[src/rtl/trap_sequencer.sv]
// Trap/return/WFI sequencer: walks the CSR write sequence for traps and returns,
// then redirects fetch; also supervises WFI with an optional TW timeout.
module trap_sequencer #(
    parameter int XLEN        = 64,
    parameter int WFI_TIMEOUT = 8
) (
    input  logic            clk,
    input  logic            reset,
    input  logic            TrapReq,
    input  logic            Interrupt,
    input  logic            Delegate,
    input  logic [3:0]      Cause,
    input  logic [XLEN-1:0] PC,
    input  logic [XLEN-1:0] Tval,
    input  logic [XLEN-1:0] MTVEC,
    input  logic [XLEN-1:0] STVEC,
    input  logic            RetReq,
    input  logic            RetIsS,
    input  logic [XLEN-1:0] MEPC,
    input  logic [XLEN-1:0] SEPC,
    input  logic            WfiReq,
    input  logic            IntPending,
    input  logic            StatusTW,
    output logic            Stall,
    output logic            CsrWe,
    output logic [2:0]      CsrSel,
    output logic            CsrS,
    output logic [XLEN-1:0] CsrWData,
    output logic            Redirect,
    output logic [XLEN-1:0] RedirectPC,
    output logic            WfiTimeout
);

    typedef enum logic [2:0] {
        IDLE, EPC, CAUSE, TVAL, STATUS, RSTATUS, REDIR, WFI
    } state_t;

    localparam logic [2:0] SEL_EPC         = 3'd0;
    localparam logic [2:0] SEL_CAUSE       = 3'd1;
    localparam logic [2:0] SEL_TVAL        = 3'd2;
    localparam logic [2:0] SEL_STATUS_TRAP = 3'd3;
    localparam logic [2:0] SEL_STATUS_RET  = 3'd4;

    state_t          state, stateNext;
    logic [7:0]      waitCount;
    logic [XLEN-1:0] pcQ, tvalQ, tvecQ, retTargetQ;
    logic [3:0]      causeQ;
    logic            intQ, delegQ, retIsSQ, isRetQ;

    logic            takeTrap, takeRet, takeWfi, timeoutHit;
    logic [XLEN-1:0] trapBase, trapTarget;

    // Request arbitration: trap beats return beats wfi; only IDLE and WFI listen.
    assign takeTrap   = (state == IDLE || state == WFI) && TrapReq;
    assign takeRet    = (state == IDLE) && !TrapReq && RetReq;
    assign takeWfi    = (state == IDLE) && !TrapReq && !RetReq && WfiReq;
    assign timeoutHit = (state == WFI) && !TrapReq && !IntPending && StatusTW
                        && (waitCount == 8'(WFI_TIMEOUT - 1));

    assign trapBase   = {tvecQ[XLEN-1:2], 2'b00};
    assign trapTarget = (tvecQ[1:0] == 2'b01 && intQ)
                        ? trapBase + (XLEN'(causeQ) << 2)
                        : trapBase;

    // NOTE: sequential state uses non-blocking assignments so every register
    // samples pre-edge values regardless of statement order.
    always_ff @(posedge clk) begin
        if (reset) begin
            state      <= IDLE;
            waitCount  <= '0;
            pcQ        <= '0;
            tvalQ      <= '0;
            tvecQ      <= '0;
            retTargetQ <= '0;
            causeQ     <= '0;
            intQ       <= 1'b0;
            delegQ     <= 1'b0;
            retIsSQ    <= 1'b0;
            isRetQ     <= 1'b0;
        end else begin
            state <= stateNext;
            if (takeTrap) begin
                pcQ    <= PC;
                tvalQ  <= Tval;
                causeQ <= Cause;
                intQ   <= Interrupt;
                delegQ <= Delegate;
                tvecQ  <= Delegate ? STVEC : MTVEC;
                isRetQ <= 1'b0;
            end
            if (takeRet) begin
                retIsSQ    <= RetIsS;
                retTargetQ <= RetIsS ? SEPC : MEPC;
                isRetQ     <= 1'b1;
            end
            if (takeWfi)
                waitCount <= '0;
            else if (state == WFI && waitCount != 8'hFF)
                waitCount <= waitCount + 8'd1;
        end
    end

    // NOTE: every output and next-state signal gets a default first so no
    // path through the case statement can infer a latch.
    always_comb begin
        stateNext  = state;
        Stall      = 1'b1;
        CsrWe      = 1'b0;
        CsrSel     = SEL_EPC;
        CsrS       = isRetQ ? retIsSQ : delegQ;
        CsrWData   = '0;
        Redirect   = 1'b0;
        RedirectPC = '0;
        WfiTimeout = 1'b0;

        case (state)
            IDLE: begin
                Stall = TrapReq || RetReq || WfiReq;
                CsrS  = 1'b0;
                if (takeTrap)     stateNext = EPC;
                else if (takeRet) stateNext = RSTATUS;
                else if (takeWfi) stateNext = WFI;
            end
            EPC: begin
                CsrWe     = 1'b1;
                CsrSel    = SEL_EPC;
                CsrWData  = pcQ;
                stateNext = CAUSE;
            end
            CAUSE: begin
                CsrWe     = 1'b1;
                CsrSel    = SEL_CAUSE;
                CsrWData  = {intQ, {(XLEN-5){1'b0}}, causeQ};
                stateNext = TVAL;
            end
            TVAL: begin
                CsrWe     = 1'b1;
                CsrSel    = SEL_TVAL;
                CsrWData  = tvalQ;
                stateNext = STATUS;
            end
            STATUS: begin
                CsrWe     = 1'b1;
                CsrSel    = SEL_STATUS_TRAP;
                stateNext = REDIR;
            end
            RSTATUS: begin
                CsrWe     = 1'b1;
                CsrSel    = SEL_STATUS_RET;
                stateNext = REDIR;
            end
            REDIR: begin
                Redirect   = 1'b1;
                RedirectPC = isRetQ ? retTargetQ : trapTarget;
                stateNext  = IDLE;
            end
            WFI: begin
                CsrS = 1'b0;
                if (takeTrap) begin
                    stateNext = EPC;
                end else if (IntPending) begin
                    stateNext = IDLE;
                end else if (timeoutHit) begin
                    WfiTimeout = 1'b1;
                    stateNext  = IDLE;
                end
            end
            default: stateNext = IDLE;
        endcase

        // Outputs read as quiet for the whole reset cycle, not just afterwards.
        if (reset) begin
            Stall      = 1'b0;
            CsrWe      = 1'b0;
            CsrSel     = SEL_EPC;
            CsrS       = 1'b0;
            CsrWData   = '0;
            Redirect   = 1'b0;
            RedirectPC = '0;
            WfiTimeout = 1'b0;
        end
    end

endmodule
[config.mk]
export PLATFORM = sky130hd
export DESIGN_NAME = trap_sequencer
export DESIGN_NICKNAME = d
export VERILOG_FILES = /design/src/rtl/trap_sequencer.sv
export SDC_FILE = /design/constraint.sdc
export NUM_CORES = 1
export LEC_CHECK = 0
export ABC_CLOCK_PERIOD_IN_PS = 3400
export BUFFER_PORTS_ARGS = -buffer_cell sky130_fd_sc_hd__buf_2
export CAP_MARGIN = 40
export CORE_AREA = 2 2 208 210
export DETAILED_ROUTE_END_ITERATION = 12
export DIE_AREA = 0 0 210 212
export GPL_TIMING_DRIVEN = 0
export HOLD_SLACK_MARGIN = 0.1
export PLACE_DENSITY = 0.62
export SLEW_MARGIN = 20
export SYNTH_ARGS = -nofsm -noshare
export SYNTH_HDL_FRONTEND = slang
export SYNTH_SLANG_ARGS = --single-unit
[constraint.sdc]
create_clock -name clk -period 3.4 [get_ports clk]
set_input_delay 0.17 -clock clk [delete_from_list [all_inputs] [get_ports clk]]
set_output_delay 0.17 -clock clk [all_outputs]
set_load 0.02 [all_outputs]
# Word-level counts from Yosys, hierarchy flattened
# Index checks and enable logic that the tools add are counted.
# Widths: inputs -> output; s select.
# classes
n_addsub,2
eq_ne,12
mux,33
reduce_logical,24
# ops
cell,n
$mux 64,7
$pmux 64 s3,1
$add 64x6->64,1
$mux 3,7
$pmux 3 s7,1
$mux 1,16
$eq 3x3->1 const B,4
$pmux 3 s4,1
$logic_and 1x1->1,11
$add 8x1->8 const B,1
$eq 8x3->1 const B,1
$ne 4x4->1 const B,2
$ne 8x8->1 const B,1
$eq 3x2->1 const B,2
$reduce_or 2->1,3
$reduce_or 5->1,1
$eq 3x1->1 const B,1
$logic_not 1->1,3
$logic_not 3->1,1
$logic_or 1x1->1,3
$eq 2x1->1 const B,1
$reduce_and 2->1,1
$reduce_bool 2->1,1
# word_totals
ff_bits,275

# Depth between registers and ports, before layout
# Gate-level depths: netlist of run 1.
# logic_depth
depth_word,10
depth_mapped,10

# Least setup slack after synthesis of run 1
# Ideal clock, no wire load.
# synth_timing
path_type,register -> output
start,register tvecQ[2]
end,output port RedirectPC[54]
arrival_time_ps,2724
setup_slack_ps,506
path_stages_with_launch,10
path_buffers,0
cell_sequence,dfxtp_1 -> ha_1 -> inv_1 -> fa_1 -> nand2b_1 -> a21oi_1 -> nand4_2 -> or4_4 -> or3_1 -> a31oi_1
# synth_between
elab_chain_cells,5
# synth_lines
item,line_no,source
from (decl),46,"logic [XLEN-1:0] pcQ, tvalQ, tvecQ, retTargetQ;"
from (signal assigned),88,tvecQ <= Delegate ? STVEC : MTVEC;
$add 64x6->64,62,? trapBase + (XLEN'(causeQ) << 2)
$mux 64,62,
$mux 64,154,RedirectPC = isRetQ ? retTargetQ : trapTarget;
$mux 64,116,case (state)
$mux 64,172,if (reset) begin
to (decl),30,"output logic [XLEN-1:0] RedirectPC,"
# No other way between the ends.

# Final worst setup path of run 1
# layout_timing
start,register causeQ[0]
end,output port RedirectPC[50]
# layout_between
elab_chain_cells,5
# layout_lines
item,line_no,source
from (decl),47,logic [3:0] causeQ;
from (signal assigned),85,causeQ <= Cause;
$add 64x6->64,62,
$mux 64,62,
$mux 64,154,
$mux 64,116,
$mux 64,172,
# No other way between the ends.

==> impl_metrics.toml, run 1 <==
[layout]
drive_gt1_frac = 0.2437
areaGrowthSynthToFinish_pct = 62.55
regArea_mm2 = 0.005514
n_fill_cell = 3829
multi_input_area_mm2 = 0.007876
nNetsFinal = 3146

[setup_path]
critPathTopFamily = "simple AND/OR/NAND/NOR gates"
cpPeakStageDelay_ns = 0.44
crit_buf_inv = 2
cp-start-kind = "register"
cp_data_required_time_ns = 3.23
path_depth = 10
worst_path_max_delay_cell = "or4_4"
critPathMaxFanout = 4
path_class = "register to output pin"
crit_chain = "ha_4 -> inv_2 -> fa_2 -> nand2b_4 -> a21oi_4 -> nand4_4 -> or3_4 -> or4_4 -> a31oi_4 -> buf_6"
rr_worst_depth = 6
worstSetupEndpointType = "output pin"
cp_data_arrival_time_ns = 3.24

[timing]
slew_viol_final = 0
worst_clock_skew_ns = 0.01432
grt_setup_unrepaired = "yes"
hold_violations = 0
worst_slack_ns = -0.008100
fmax_ghz = 0.2934
setup_viol = 2
maxSlewHeadroom = 0.4013
worst_slew_pin_slew_ns = 0.8980
fin_crit_sh = 1.002
finalWorstPathRequiredPeriod_ns = 3.408
fin_tns_setup_ns = -0.01368

[synth]
ys_ff_latch = 275
netlist-cell-type-count = 49
synth_area_mm2 = 0.01386
postSynthCellCount = 1780
synth_top_area_cell = "dfxtp_1"
synth_common_cells = "304 x nand2_1, 275 x dfxtp_1, 248 x nor2_1"
ys_top_cells_by_area = "dfxtp_1 40%, mux2i_1 9.9%, nand2_1 8.2%"
ys_warn_count = 0
synth_flop_cell = "dfxtp_1"
synthArstFlopShare = 0
synth.most_common_cell = "nand2_1"
ys_seq_area_frac = 0.3971
synth_edf_count = 0
syn_area_per_cell_um2 = 7.788
yosysTopAreaCellShare = 0.3971
synthesis.nets = 2184

[clock_tree]
root_buffer = "clkbuf_16"
clk_pin_slew_worst_paths_ns = 0.05
cts-buffers-inserted = 34
cts-htree-levels = 2
clock_sinks = 275
cts_tree = "built"
clock_latency_ns = 0.55
cts_max_path_buffers = 3

[routing]
drt_iter0_drc = 1107
drt-wirelength-per-cell_um = 19.75
vias_per_cell = 5.173
drc = 0
ant_nets = 0
drt-total-wl_um = 65620
num_vias = 17190
dr.pass1.iters = 5

[power_and_ir_drop]
totalPowerFinal_mw = 10.68
power.density_mw_per_mm2 = 474.1
ir_drop_mv = 0.4024
leakage_nw = 9.237

[floorplanning]
rows = 76
die_area_mm2 = 0.04452
initial_core_util = 0.3262
fp.dieW_um = 210
die_y_um = 212
core_area_mm2 = 0.04251
num_io_pins = 534

[global_routing]
grt_first_pass_wirelength_um = 97950
grt_max_degree = 13
grt_antenna_before_repair = 13
gr-total-overflow = 0
grt_usage = 0.2848
grt_pass1_vias = 17590

[place]
pre_cts_slack_ns = -0.3242
gp_congestion = 0.9299
port_buffers = 530
post-dp-hpwl_um = 47480

[flow_run]
maxCapViolCount = 0

[worst_hold_path]
min_path_type = "primary input to register"
min_path_cells = 3

[run_status]
status = "finished, violations left"
violations = "negative setup slack"
routing by layer:
layer  wire length [µm]  part of all wire  track usage
met5                 45           0.00069            0
met3               4512             0.069      0.05598
met2              32510              0.50       0.5085
met4               3252             0.050       0.1577
met1              25290              0.39       0.3189
where the power goes:
group	leakage (nW)	switching (mW)	internal, mW	total (mW)
sequential	2.25	0.372	3.68	4.05
clock	0.552	1.49	2.19	3.69
combinational	6.43	1.71	1.23	2.95
layout by cell type, fill, tap and decap left out, drive strengths merged, types with 6 or more instances in the layout:
| cell type | n |
|---|---|
| nor2 | 248 |
| nor3 | 14 |
| nor4 | 19 |
| xnor2 | 46 |
| a22oi | 64 |
| diode | 10 |
| nand4 | 20 |
| dlygate4sd3 | 376 |
| buf | 575 |
| nand3 | 24 |
| and3 | 7 |
| inv | 17 |
| clkinv | 6 |
| nand2 | 304 |
| dfxtp | 275 |
| a211oi | 133 |
| o21ai | 58 |
| xor2 | 14 |
| clkbuf | 179 |
| a21oi | 195 |
| mux2i | 137 |
| or3 | 10 |
cell type report:
| class | count | area share |
|---|---|---|
| Timing Repair Buffer | 927 | 0.2947 |
| Tap cell | 546 | 0.03032 |
| Antenna cell | 10 | 0.001110 |
| Sequential cell | 275 | 0.2447 |
| Inverter | 16 | 0.002832 |
| Clock buffer | 50 | 0.04403 |
| Multi-Input combinational cell | 1335 | 0.3495 |
| Buffer | 153 | 0.02721 |
| Clock inverter | 10 | 0.005608 |
registers in the layout, summed over array words and instances (netlist names):
signal and count:
tvalQ 64, waitCount 8, intQ 1, pcQ 64
delegQ 1, retIsSQ 1, isRetQ 1, retTargetQ 64
state 3, tvecQ 64, causeQ 4
logic make-up (layout without fill, tap and decap cells):
kind of cell,after synthesis,count (layout),synth area share
compound gates,462,462,0.2046
xor+xnor,60,60,0.03791
fa+ha+maj,6,6,0.005957
buf+inv,170,1156,0.04801
flops,275,275,0.3971
mux,142,142,0.1030
other cells,0,10,0
simple gates,665,665,0.2034
worst min-delay path: stages:
cell and delay [ns]:
buf_2 0.10, a21o_1 0.28, a21oi_1 0.06
repair_timing:
| action | CTS | global route |
|---|---|---|
| buffers inserted | 5 | 6 |
| resized for setup | 38 | 23 |
| hold buffers | 376 | 0 |
| hold endpoints to repair | 255 | 0 |
| endpoints found under the setup margin | 54 | 15 |
| pin swaps | 7 | 9 |
final timing paths:
check / startpoint / endpoint / slack (ns)
min: WfiReq / waitCount[5]$_SDFFE_PP0P_ / 0.12
max: causeQ[0]$_SDFFE_PP0P_ / RedirectPC[50] / -0.008
max reg2reg: state[0]$_SDFFE_PP0P_ / retTargetQ[60]$_SDFFE_PP0P_ / 0.36
min reg2reg: pcQ[5]$_SDFFE_PP0P_ / pcQ[5]$_SDFFE_PP0P_ / 0.45
per-stage QoR:
| step | util | instance area, µm² | hold WS (ns) | instances |
|---|---|---|---|---|
| 2_1_floorplan | - | 13860 | 0.3060 | 1780 |
| 3_3_place_gp | 0.4046 | 17200 | 0.4124 | 2856 |
| 3_5_place_dp | 0.4060 | 17260 | 0.4166 | 2861 |
| 4_1_cts | 0.5255 | 22340 | 0.1020 | 3301 |
| 5_1_grt | 0.5300 | 22530 | 0.1437 | 3320 |
| 6_report | 0.5301 | 22530 | 0.1181 | 3322 |
Note: power is estimated with default switching activity, not from simulation.
==> run 2, diff against run 1 <==
==> constraint.sdc (replaced) <==
create_clock -name clk -period 3.4 [get_ports clk]
set_input_delay 0.51 -clock clk [delete_from_list [all_inputs] [get_ports clk]]
set_output_delay 0.51 -clock clk [all_outputs]
set_load 0.02 [all_outputs]
==> run 2 against run 1 <==
  * The run still ends with negative setup slack left
  * Sequential share of layout area increased by 4.3 points
  * Sequential power about the same
  * Via count decreased by 10%
  * Core utilization decreased by 7.8 points
  * Register-to-register slack got worse by 0.06 ns
  * First-iteration DRC count decreased by 6.2%
  * Setup slack got worse by 0.27 ns
  * Fmax decreased by 7.4%
  * Die area unchanged
  * Critical path depth unchanged
  * Combinational power decreased by 14%
==> impl_metrics.toml, run 2 (synthesized netlist as in run 1, its figures left out) <==
[layout]
areaGrowthSynthToFinish_pct = 38.77
mostFrequentLayoutCells = "514 x buf_2, 304 x nand2_1, 257 x dfxtp_1"
drive_gt1_frac = 0.3079
n_fill_cell = 4286
regArea_mm2 = 0.005538
fin_util = 0.4526
multi_input_area_mm2 = 0.008187
layout_commonest_cell = "buf_2"
nNetsFinal = 2770

[setup_path]
cp-start-kind = "register"
path_class = "register to output pin"
critPathTopFamily = "simple AND/OR/NAND/NOR gates"
worstSetupEndpointType = "output pin"
cp_data_required_time_ns = 2.89
crit_buf_inv = 2
worst_path_max_delay_cell = "or4_4"
rr_worst_depth = 6
timing.rr.end = "retTargetQ[54]$_SDFFE_PP0P_"
path_depth = 10
cp_data_arrival_time_ns = 3.17
crit_end = "RedirectPC[62]"
cpPeakStageDelay_ns = 0.50
critPathMaxFanout = 5
crit_start = "causeQ[0]$_SDFFE_PP0P_"
crit-reg2reg-launch = "state[0]$_SDFFE_PP0P_"
r2r_slack_ns = 0.30
crit_chain = "ha_4 -> inv_2 -> fa_2 -> nand2b_4 -> a21oi_4 -> nand4_4 -> or4_4 -> or3_4 -> a31oi_4 -> buf_6"

[global_routing]
grt_usage = 0.2604
gr-total-overflow = 0
grt_first_pass_wirelength_um = 88110
grt_max_degree = 13
grt_antenna_before_repair = 19
grt_pass1_vias = 15240

[routing]
drc = 0
dr.pass1.iters = 6
drt-wirelength-per-cell_um = 20.46
ant_nets = 0
drt-total-wl_um = 60290
vias_per_cell = 5.221
num_vias = 15390
drt_iter0_drc = 1038

[floorplanning]
initial_core_util = 0.3262
fp.dieW_um = 210
rows = 76
die_y_um = 212
core_area_mm2 = 0.04251
die_area_mm2 = 0.04452
num_io_pins = 534

[clock_tree]
cts-buffers-inserted = 34
clk_pin_slew_worst_paths_ns = 0.06
clock_latency_ns = 0.55
root_buffer = "clkbuf_16"
cts-htree-levels = 2
cts_max_path_buffers = 3
cts_tree = "built"
clock_sinks = 275

[timing]
maxSlewHeadroom = 0.3996
hold_violations = 0
fmax_ghz = 0.2718
worst_slew_pin_slew_ns = 0.9007
grt_setup_unrepaired = "yes"
fin_hold_ws_ns = 0.1921
worst_clock_skew_ns = 0.01431
slew_viol_final = 0
worst_slack_ns = -0.2791
setup_viol = 18
fin_crit_sh = 1.082
finalWorstPathRequiredPeriod_ns = 3.679

[power_and_ir_drop]
ir_drop_mv = 0.3458
internal_power_mw = 6.808
swShare = 0.3387
pwr-share-comb = 0.247
power_frac_clock = 0.358
leakage_nw = 7.913
power_frac_seq = 0.395
p_sw_mw = 3.486
power.density_mw_per_mm2 = 535.1

[worst_hold_path]
min_path_type = "primary input to register"

[place]
post-dp-hpwl_um = 47480
pre_cts_slack_ns = -0.6642
gp_congestion = 0.9299
port_buffers = 530

[run_status]
status = "finished, violations left"
violations = "negative setup slack"

[flow_run]
maxCapViolCount = 0
==> run 2: changes by cell type in the layout (fill, tap and decap cells not counted), moves of 10 or more <==
cell | previous run | this run
buf_4 | 12 | 38
nor4_1 | 12 | 2
dfxtp_2 | 1 | 14
clkbuf_1 | 132 | 122
buf_2 | 542 | 514
dfxtp_1 | 272 | 257
dlygate4sd3_1 | 376 | 0
==> run 2: layer usage <==
metal | global-route usage | up-vias | wire, µm
li1 | - | 7397 | -
met1 | 0.2985 | 7244 | 23940
met2 | 0.4669 | 634 | 30180
met3 | 0.05953 | 99 | 4399
met4 | 0.1079 | 12 | 1692
met5 | 0 | - | 73
==> run 2: worst register-to-register path, stage by stage (launching register included) <==
cell and delay, ns:
dfxtp_1 0.36, or3_1 0.36, clkbuf_1 0.19, nor3b_1 0.57
clkbuf_1 0.61, clkbuf_1 0.67, a211oi_1 0.17
==> run 2: power by group through the flow <==
stage,Clock [mW],Sequential [mW],Combinational (mW)
floorplan,0,3.99,1.56
global placement,0,4.08,2.40
detailed placement,0,4.10,2.45
CTS,3.74,4.05,2.51
global route,3.87,4.13,2.79
finish,3.69,4.07,2.54
==> run 2: final cells by class <==
class,instances,share of cell area
Timing Repair Buffer,555,0.1560
Tap cell,546,0.03551
Antenna cell,11,0.001431
Sequential cell,275,0.2879
Inverter,16,0.003317
Multi-Input combinational cell,1335,0.4255
Buffer,149,0.03219
Clock buffer,50,0.05157
Clock inverter,10,0.006569
==> run 2: how the worst min path moves through the flow <==
| stage | from | to | slack [ns] | cells past startpoint |
|---|---|---|---|---|
| after global placement | pcQ[39]$_SDFFE_PP0P_ | pcQ[39]$_SDFFE_PP0P_ | 0.44 | 2 |
| final | PC[0] | pcQ[0]$_SDFFE_PP0P_ | 0.19 | 3 |
| after global routing | PC[39] | pcQ[39]$_SDFFE_PP0P_ | 0.18 | 3 |
| after detailed placement | pcQ[36]$_SDFFE_PP0P_ | pcQ[36]$_SDFFE_PP0P_ | 0.45 | 2 |
| after floorplan | tvalQ[0]$_SDFFE_PP0P_ | tvalQ[0]$_SDFFE_PP0P_ | 0.43 | 2 |
| after CTS | Tval[32] | tvalQ[32]$_SDFFE_PP0P_ | 0.17 | 3 |
==> run 2: metrics by stage <==
step | std cells | instance area (µm²) | power, mW | setup TNS (ns)
6_report | 2947 | 19240 | 10.29 | -1.969
5_1_grt | 2943 | 19230 | 10.79 | -4.404
4_1_cts | 2932 | 18880 | 10.29 | -3.046
3_5_place_dp | 2861 | 17260 | 6.551 | -9.541
3_3_place_gp | 2856 | 17200 | 6.477 | -7.271
2_1_floorplan | 1780 | 13860 | 5.552 | 0
==> run 2: repair_timing <==
item	in CTS	in global routing
hold buffers	0	0
pin swaps	24	33
gates resized for setup	101	76
setup endpoints to repair	118	50
setup buffers	13	7
